$ cat src/rtl/clk_en_div.sv
// Clock-enable generator: runtime divisor, periodic/one-shot modes and a
// secondary sub-tick emitted on every SUB_DIV-th primary tick.
module clk_en_div #(
  parameter int CNT_W       = 27,
  parameter int DIV_DEFAULT = 100000000,
  parameter int SUB_DIV     = 4,
  parameter int SUB_W       = 8
) (
  input  logic             clk,
  input  logic             reset,
  input  logic             en,
  input  logic             mode,
  input  logic             start,
  input  logic             div_load,
  input  logic [CNT_W-1:0] div_in,
  output logic             clk_en,
  output logic             sub_en,
  output logic             busy
);

  // state | meaning
  // IDLE  | counter held at 0, waiting for en (periodic) or en+start (one-shot)
  // RUN   | counting towards div_reg-1, ticking on the terminal count
  typedef enum logic {IDLE, RUN} state_t;

  localparam logic [CNT_W-1:0] DIV_RST  = CNT_W'(DIV_DEFAULT);
  localparam logic [SUB_W-1:0] SUB_LAST = SUB_W'(SUB_DIV - 1);

  state_t           state, state_nxt;
  logic [CNT_W-1:0] div_reg, count, count_nxt;
  logic [SUB_W-1:0] sub_cnt;
  logic             mode_reg, tick, terminal;

  assign terminal = (count == div_reg - CNT_W'(1));
  assign busy     = (state == RUN);

  always_ff @(posedge clk or negedge reset) begin
    if (!reset) state <= IDLE;
    else        state <= state_nxt;
  end

  // A load always restarts the count and suppresses a coinciding tick;
  // dropping en aborts a run without ticking.
  always_comb begin
    state_nxt = state;
    count_nxt = '0;
    tick      = 1'b0;
    case (state)
      IDLE: begin
        if (!div_load && en && (!mode || start)) state_nxt = RUN;
      end
      RUN: begin
        if (!en) begin
          state_nxt = IDLE;
        end else if (div_load) begin
          count_nxt = '0;
        end else if (terminal) begin
          tick = 1'b1;
          if (mode_reg) state_nxt = IDLE;
        end else begin
          count_nxt = count + CNT_W'(1);
        end
      end
      default: state_nxt = IDLE;
    endcase
  end

  always_ff @(posedge clk or negedge reset) begin
    if (!reset) begin
      count    <= '0;
      div_reg  <= DIV_RST;
      mode_reg <= 1'b0;
      sub_cnt  <= '0;
      clk_en   <= 1'b0;
      sub_en   <= 1'b0;
    end else begin
      count  <= count_nxt;
      clk_en <= tick;
      sub_en <= tick && (sub_cnt == SUB_LAST);
      if (state == IDLE) mode_reg <= mode;
      if (div_load) begin
        div_reg <= (div_in == '0) ? CNT_W'(1) : div_in;
        sub_cnt <= '0;
      end else if (tick) begin
        sub_cnt <= (sub_cnt == SUB_LAST) ? '0 : sub_cnt + SUB_W'(1);
      end
    end
  end

endmodule

$ cat config.mk
export PLATFORM = sky130hd
export DESIGN_NAME = clk_en_div
export DESIGN_NICKNAME = d
export VERILOG_FILES = /design/src/rtl/clk_en_div.sv
export SDC_FILE = /design/constraint.sdc
export NUM_CORES = 1
export LEC_CHECK = 0
export CAP_MARGIN = 20
export CORE_UTILIZATION = 50
export DETAILED_ROUTE_END_ITERATION = 16
export DONT_BUFFER_PORTS = 1
export HOLD_SLACK_MARGIN = 0.12
export PLACE_DENSITY = 0.68
export REMOVE_ABC_BUFFERS = 1
export SKIP_LAST_GASP = 1
export SYNTH_ARGS = -nofsm -noshare
export SYNTH_HDL_FRONTEND = slang
export SYNTH_SLANG_ARGS = --single-unit
$ cat constraint.sdc
create_clock -name clk -period 9.6 [get_ports clk]
set_input_delay 1.92 -clock clk [delete_from_list [all_inputs] [get_ports clk]]
set_output_delay 1.92 -clock clk [all_outputs]
set_load 0.02 [all_outputs]
==> impl_metrics.ini, run 1 <==
[sta]
final_max_slew_viol_count = 0
setup_viol = 0
whs_ns = 0.503
max_freq_ghz = 0.237
worstMarginPinSlew_ns = 1.08
period_needed_ns = 4.22
period_share = 0.439
maxSlewHeadroom = 0.281
hold_viol_final = 0
rsz0062_at_grt = false
tns_ns = 0
skew_ns = 0.0137

[layout]
area_delta_synth_final_pct = 4.95
diodes = 0
nets = 459
drive_above_1_share = 0.166
finalCoreUtilization = 0.554

[clocking]
htreeDepth = 3
cts_tree = done
clkLatencyLatePin_ns = 0.35
clock_sinks = 66
clockBufferDepth = 2
postCtsSetupRepairBufs = 0
cts_hold_buf = 0
cts_resized = 0
cts_made_buffers = 9
root_buffer = clkbuf_8
path_clk_slew_ns = 0.07

[yosys]
synth_xor_area_frac = 0.114
synth_top_cells_by_count = dfrtp_1, nor3_1, xnor2_1
synth_most_common_cell = dfrtp_1
ys_ff_latch = 66
synth_edf_count = 0
synth_top_area_cell = dfrtp_1
synth_top_family_by_area = simple AND/OR/NAND/NOR gates
synth_top_area_share = 0.324
synth_area_leaders = dfrtp_1, dfstp_2, mux2_2, xnor2_1, nor3_1
async_flop_share = 1.00
ys_seq_area_frac = 0.400
synth_ff_type = dfrtp_1
synth_compound_area_frac = 0.0925
syn_avg_cell_area_sq_um = 9.58
syn_area_sq_mm = 0.00417
yosys.area_share.adder = 0.00901
yosys.area_share.simple = 0.274
synthCells = 435
ys_warn_count = 0
muxShareOfSynthArea = 0.0724
ys_types = 65

[pwr]
p_sw_frac = 0.256
power.share.sequential = 0.510
p_per_area_mw_per_mm2 = 141
p_comb_frac = 0.105
switching_power_w = 0.000158
peakVddDrop_mv = 0.102
clkPwrFrac = 0.385
p_int_w = 0.000460
leakagePower_nw = 1.63

[min_path]
hold_class = flip-flop to flip-flop

[floorplan]
core_area_sq_mm = 0.00789
dieArea_sq_mm = 0.00870
boundaryPins = 36
die_x_um = 93.3
die_h_um = 93.3
num_rows = 32
start_util = 0.528

[global_routing]
grt-ovfl-total = 0
antenna_found_initial = 0
grt_pass1_vias = 3220
grt_max_degree = 67
grt_usage = 0.234
grt_pass1_wl_um = 15600

[routing]
wire_per_inst_um = 17.6
ant_nets = 0
drt_iter0_markers = 183
drt_pre_antenna_iters = 5
num_vias = 3299
totalWireLength_um = 9350
drc_errors = 0
viasPerCell = 6.22

[critical_path]
worstPathRequired_ns = 9.78
crit_type = flip-flop to flip-flop
end_kind = flip-flop
worstSetupStartpointType = flip-flop
cp_max_fo = 27
crit_arrival_ns = 4.39

[flow_run]
maxCapViolCount = 0

[status]
status = completed

[placed_design]
hpwl_um = 6750
gp_congestion = 0.875
io_buffer_count = 0
[path summary, 6_finish.rpt]
kind | end | start | cells past startpoint | slack (ns)
max | count[21] | div_reg[3] | 8 | 5.38
min | mode_reg | mode_reg | 2 | 0.50
max reg2reg | count[21] | div_reg[3] | 8 | 5.38
min reg2reg | mode_reg | mode_reg | 2 | 0.50
max in group asynchronous | div_reg[18] | reset | 0 | 8.16
min in group asynchronous | sub_cnt[3] | reset | 0 | 1.26
[through the flow]
step	std cells	power (W)	cell area [sq um]	setup slack, ns
after global routing	530	0.000645	4370	5.06
after CTS	530	0.000623	4370	5.37
after global placement	514	0.000383	4170	5.43
after detailed placement	514	0.000384	4170	5.40
after floorplan	412	0.000367	4050	6.13
final	530	0.000619	4370	5.38
[layout make-up]
class / instances / area [sq um]
clock inverters: 2 / 37.5
well taps: 102 / 128
inverters: 10 / 37.5
clock buffers: 14 / 163
multi-input cells: 336 / 2340
fillers: 690 / 3510
flip-flops and latches: 66 / 1670
[critical path, cell delays in order, from the launching register on]
cell       delay [ns]
dfrtp_1          0.50
nor4_2           0.78
nand4_1          0.21
xnor2_1          0.33
o2111ai_1        0.16
or4_1            0.54
or4_4            0.46
nor3_4           0.90
nor3_1           0.16
[metal layers]
layer	up-vias	part of all wire	routed length, um	global-route usage
met3	20	0.050	466	0.0683
li1	1592	-	-	-
met5	-	0	0	0
met2	88	0.47	4370	0.366
met1	1599	0.46	4280	0.306
met4	0	0.025	233	0.0885
[placed cells by master (no fill, tap or decap), types with 10 or more instances in the layout]
cell,instances
nand3_1,20
dfrtp_1,54
o21ai_0,15
nor2_1,26
nand4_1,15
clkbuf_8,11
xor2_1,23
nand2_1,27
nor3_1,41
inv_1,10
dfstp_2,12
mux2_2,25
xnor2_1,31
nor4_1,18
[kinds of logic (layout without fill, tap and decap cells)]
family	count (synthesis)	after routing
AOI/OAI and AO/OA	54	54
xor gates and xnor gates	54	54
adders and majority gates	3	3
buffers and inverters	33	26
DFF	66	66
muxes	27	27
and+or+nand+nor	198	198
[power by group through the flow]
stage	Combinational (W)	Clock (W)	Sequential (W)
after global routing	0.0000717	0.000255	0.000318
after detailed placement	0.0000639	0	0.000320
after floorplan	0.0000530	0	0.000314
final	0.0000648	0.000238	0.000315
after CTS	0.0000643	0.000244	0.000315
after global placement	0.0000629	0	0.000320
Power figures use the tool's default switching activity.
==> run 2: changes to the inputs <==
- PLACE_DENSITY: 0.68 -> 0.71
- clock period: 9.6 -> 3.6 ns (I/O delays scaled with it)
==> run 2 against run 1 <==
Global-route usage up 1.4 points; critical path type unchanged; combinational power rose to 3.3 times the previous value; register-to-register slack worse by 5.3 ns; sequential share of layout area down 1.2 points; non-clock buffer count up 15; first-iteration DRC count down 27%; sequential power rose to 2.6 times the previous value; final cell count up 2.8%; largest cell class unchanged; highest routed layer unchanged; hold slack worse by 0.29 ns; critical path depth unchanged; die area unchanged; clock-buffer cell count down 1; largest power group unchanged.
==> impl_metrics.ini, run 2 (synthesis results as in run 1) <==
[sta]
setup_viol = 0
final_max_slew_viol_count = 0
max_freq_ghz = 0.287
maxSlewHeadroom = 0.259
tns_ns = 0
skew_ns = 0.00521
rsz0062_at_grt = false
worstMarginPinSlew_ns = 1.11
period_share = 0.968
period_needed_ns = 3.49
hold_viol_final = 0
fin_ws_ns = 0.114

[critical_path]
crit_type = flip-flop to flip-flop
worstPathRequired_ns = 3.87
worstSetupStartpointType = flip-flop
crit_arrival_ns = 3.75
end_kind = flip-flop
rr_worst_depth = 8
cp_max_fo = 6

[routing]
drt_pre_antenna_iters = 4
top_layer = met4
viasPerCell = 6.15
drc_errors = 0
wl_met1_um = 4600
totalWireLength_um = 9970
drt_iter0_markers = 134
wl_met2_um = 4760
num_vias = 3352
ant_nets = 0
met3_length_um = 457
wire_per_inst_um = 18.3

[pwr]
power.share.sequential = 0.508
leakagePower_nw = 1.71
p_int_w = 0.00121
p_comb_frac = 0.132
switching_power_w = 0.000434
peakVddDrop_mv = 0.227
clkPwrFrac = 0.360
p_per_area_mw_per_mm2 = 363
p_sw_frac = 0.264
power_w = 0.00164

[layout]
num-fill-cells = 692
diodes = 0
seqCellArea_sq_mm = 0.00167
area_delta_synth_final_pct = 8.50
final_cell_mix = dfrtp_1, nor3_1, xnor2_1, nand2_1, nor2_1
final_common_cell = dfrtp_1
nets = 474
multi_input_area_sq_mm = 0.00236
drive_above_1_share = 0.203

[clocking]
root_buffer = clkbuf_8
cts_tree = done
htreeDepth = 3
clockBufferDepth = 2
cts_made_buffers = 9
clkLatencyLatePin_ns = 0.34
path_clk_slew_ns = 0.07
clock_sinks = 66
postCtsSetupRepairBufs = 0

[floorplan]
die_h_um = 93.3
num_rows = 32
boundaryPins = 36
core_area_sq_mm = 0.00789
start_util = 0.528
dieArea_sq_mm = 0.00870
die_x_um = 93.3

[global_routing]
grt_max_degree = 55
grt_pass1_wl_um = 16600
grt-ovfl-total = 0
grt_usage = 0.249
grt_pass1_vias = 3355
antenna_found_initial = 0

[placed_design]
pre_cts_slack_ns = 0.0435
hpwl_um = 7170
gp_congestion = 0.908
io_buffer_count = 0

[flow_run]
maxCapViolCount = 0

[min_path]
hold_class = input port to async pin

[status]
status = completed
==> run 2: stage by stage <==
stage                util  area [sq um]  hold WS [ns]  instances
finish              0.573          4520         0.212        545
global placement    0.544          4290         0.427        528
CTS                 0.570          4500         0.201        545
detailed placement  0.544          4290         0.426        528
floorplan               -          4050         0.424        412
global route        0.573          4520         0.193        545
==> run 2: area by class of cell <==
cell class / count / area share
Inverter: 10 / 0.00830
Sequential cell: 66 / 0.369
Tap cell: 102 / 0.0282
Timing Repair Buffer: 15 / 0.0321
Clock buffer: 13 / 0.0307
Multi-Input combinational cell: 336 / 0.523
Clock inverter: 3 / 0.00886
==> run 2: power by group through the flow <==
stage	Sequential [W]	Clock (W)	Combinational, W
floorplan	0.000836	0	0.000141
global placement	0.000842	0	0.000193
detailed placement	0.000845	0	0.000197
CTS	0.000831	0.000604	0.000214
global route	0.000839	0.000631	0.000240
finish	0.000833	0.000590	0.000217
==> run 2: final timing paths <==
| check | start | endpoint | slack (ns) |
|---|---|---|---|
| setup / recovery | div_reg[0] | sub_en | 0.11 |
| setup reg to reg | div_reg[0] | sub_en | 0.11 |
| min in group clk | div_load | clk_en | 0.44 |
| max in group asynchronous | reset | div_reg[2] | 3.11 |
| hold / removal | reset | div_reg[21] | 0.21 |
| hold reg to reg | mode_reg | mode_reg | 0.52 |
==> run 2: per-layer routing <==
metal / vias up / GRT usage
li1: 1618 / -
met3: 12 / 0.0431
met1: 1644 / 0.332
met4: 0 / 0.0974
met2: 78 / 0.401
met5: - / 0
==> run 2: critical path, cell delays in order, from the launching register on <==
cell     delay (ns)
dfrtp_1        0.45
or3_1          0.42
or4_2          0.62
o21ai_0        0.27
nand2_1        0.08
or4_1          0.40
or4_4          0.46
or4_4          0.56
nor3b_2        0.16
==> run 2: what timing repair did <==
action | in CTS | in global routing
endpoints found under the setup margin | 0 | 34
hold buffers | 1 | 0
hold endpoints to repair | 54 | 0
resized for setup | 0 | 6
==> run 3: changes to the inputs <==
- CORE_ASPECT_RATIO: unset -> 1.25
- TNS_END_PERCENT: unset -> 10
==> run 3 against run 2 <==
Clock-buffer cell count is 1 higher; critical path depth unchanged; routed wire length grew 1.2%; power rose by 1.0%; sequential power is essentially flat; setup slack improved by 0.048 ns.
==> impl_metrics.ini, run 3 (synthesis results as in run 1) <==
[status]
status = completed

[floorplan]
start_util = 0.526
die_x_um = 83.6
num_rows = 36
dieArea_sq_mm = 0.00870
core_area_sq_mm = 0.00793
die_h_um = 104
boundaryPins = 36

[clocking]
root_buffer = clkbuf_8
clock_sinks = 66
htreeDepth = 3
clkLatencyLatePin_ns = 0.36
cts_tree = done
path_clk_slew_ns = 0.07
clockBufferDepth = 2
cts_made_buffers = 9

[layout]
drive_above_1_share = 0.205
nets = 475
area_delta_synth_final_pct = 8.77
num-fill-cells = 684
final_common_cell = dfrtp_1
seqCellArea_sq_mm = 0.00167
final_cell_mix = dfrtp_1, nor3_1, xnor2_1, nand2_1, nor2_1
diodes = 0
multi_input_area_sq_mm = 0.00236

[critical_path]
end_kind = flip-flop
crit_arrival_ns = 3.73
worst_path_most_repeated_cell = or4_4
max_stage_delay_ns = 0.60
worstPathCellList = or3_1 > or4_2 > o21ai_0 > nand2_1 > or4_1 > or4_4 > or4_4 > nor3b_2
crit_type = flip-flop to flip-flop
cp_max_fo = 9
worstPathRequired_ns = 3.89
crit_slowest_cell = or4_2
worstSetupStartpointType = flip-flop

[global_routing]
grt_usage = 0.251
grt_pass1_vias = 3483
antenna_found_initial = 0
grt_pass1_wl_um = 17000
grt_max_degree = 55
grt-ovfl-total = 0

[routing]
drt_iter0_markers = 219
totalWireLength_um = 10100
drc_errors = 0
num_vias = 3357
drt_pre_antenna_iters = 6
ant_nets = 0
wire_per_inst_um = 18.7
viasPerCell = 6.23

[sta]
fin_ws_ns = 0.163
rsz0062_at_grt = true
period_share = 0.955
hold_viol_final = 0
tns_ns = 0
worstMarginPinSlew_ns = 0.727
skew_ns = 0.00846
max_freq_ghz = 0.291
period_needed_ns = 3.44
maxSlewHeadroom = 0.511
final_max_slew_viol_count = 0
setup_viol = 0

[pwr]
switching_power_w = 0.000446
leakagePower_nw = 1.73
clkPwrFrac = 0.366
p_sw_frac = 0.269
p_per_area_mw_per_mm2 = 366
power_w = 0.00166
peakVddDrop_mv = 0.243
p_int_w = 0.00121
p_comb_frac = 0.133
power.share.sequential = 0.502

[placed_design]
pre_cts_slack_ns = 0.0102
hpwl_um = 7220
io_buffer_count = 0
gp_congestion = 0.920

[flow_run]
maxCapViolCount = 0

[min_path]
hold_class = input port to async pin
## run 3: power groups by stage
stage / clock, W / sequential, W / combinational (W)
after CTS: 0.000613 / 0.000831 / 0.000215
after floorplan: 0 / 0.000836 / 0.000141
after global routing: 0.000647 / 0.000836 / 0.000244
after detailed placement: 0 / 0.000844 / 0.000198
final: 0.000606 / 0.000832 / 0.000220
after global placement: 0 / 0.000842 / 0.000194
## run 3: cell type report
class,count,area share
Multi-Input combinational cell,336,0.520
Sequential cell,66,0.368
Clock buffer,14,0.0403
Timing Repair Buffer,16,0.0353
Tap cell,95,0.0262
Inverter,10,0.00828
Clock inverter,2,0.00221
## run 3: layer usage
layer	share of wire	GRT usage
met1	0.43	0.305
met2	0.50	0.422
met3	0.043	0.0492
met4	0.031	0.123
met5	0	0
## run 3: what timing repair did
item	in CTS	in global routing
hold buffers	1	0
endpoints found under the setup margin	1	2
resized for setup	1	2
buffers inserted	0	0
hold endpoints to repair	54	0
## run 3: final timing paths
path	from	end	slack, ns	depth (start not counted)
worst max-delay path	div_reg[2]	sub_en	0.16	8
max in group asynchronous	reset	count[8]	3.15	1
worst min-delay path	reset	div_reg[8]	0.20	0
worst min register to register	mode_reg	mode_reg	0.51	2
min in group clk	div_load	sub_en	0.43	1
worst max register to register	div_reg[2]	sub_en	0.16	8
## run 3: per-stage QoR
| step | hold WS, ns | cell area [sq um] | std cells | utilization |
|---|---|---|---|---|
| detailed placement | 0.428 | 4280 | 521 | 0.540 |
| global placement | 0.428 | 4280 | 521 | 0.540 |
| floorplan | 0.424 | 4050 | 412 | - |
| finish | 0.195 | 4530 | 539 | 0.572 |
| global route | 0.182 | 4530 | 539 | 0.572 |
| CTS | 0.188 | 4500 | 538 | 0.568 |
## run 3: critical path, delay by kind of cell, from the launching register on
| kind | cells | cell delay (ns) |
|---|---|---|
| DFF | 1 | 0.49 |
| and+or+nand+nor | 7 | 2.64 |
| AOI/OAI and AO/OA | 1 | 0.24 |
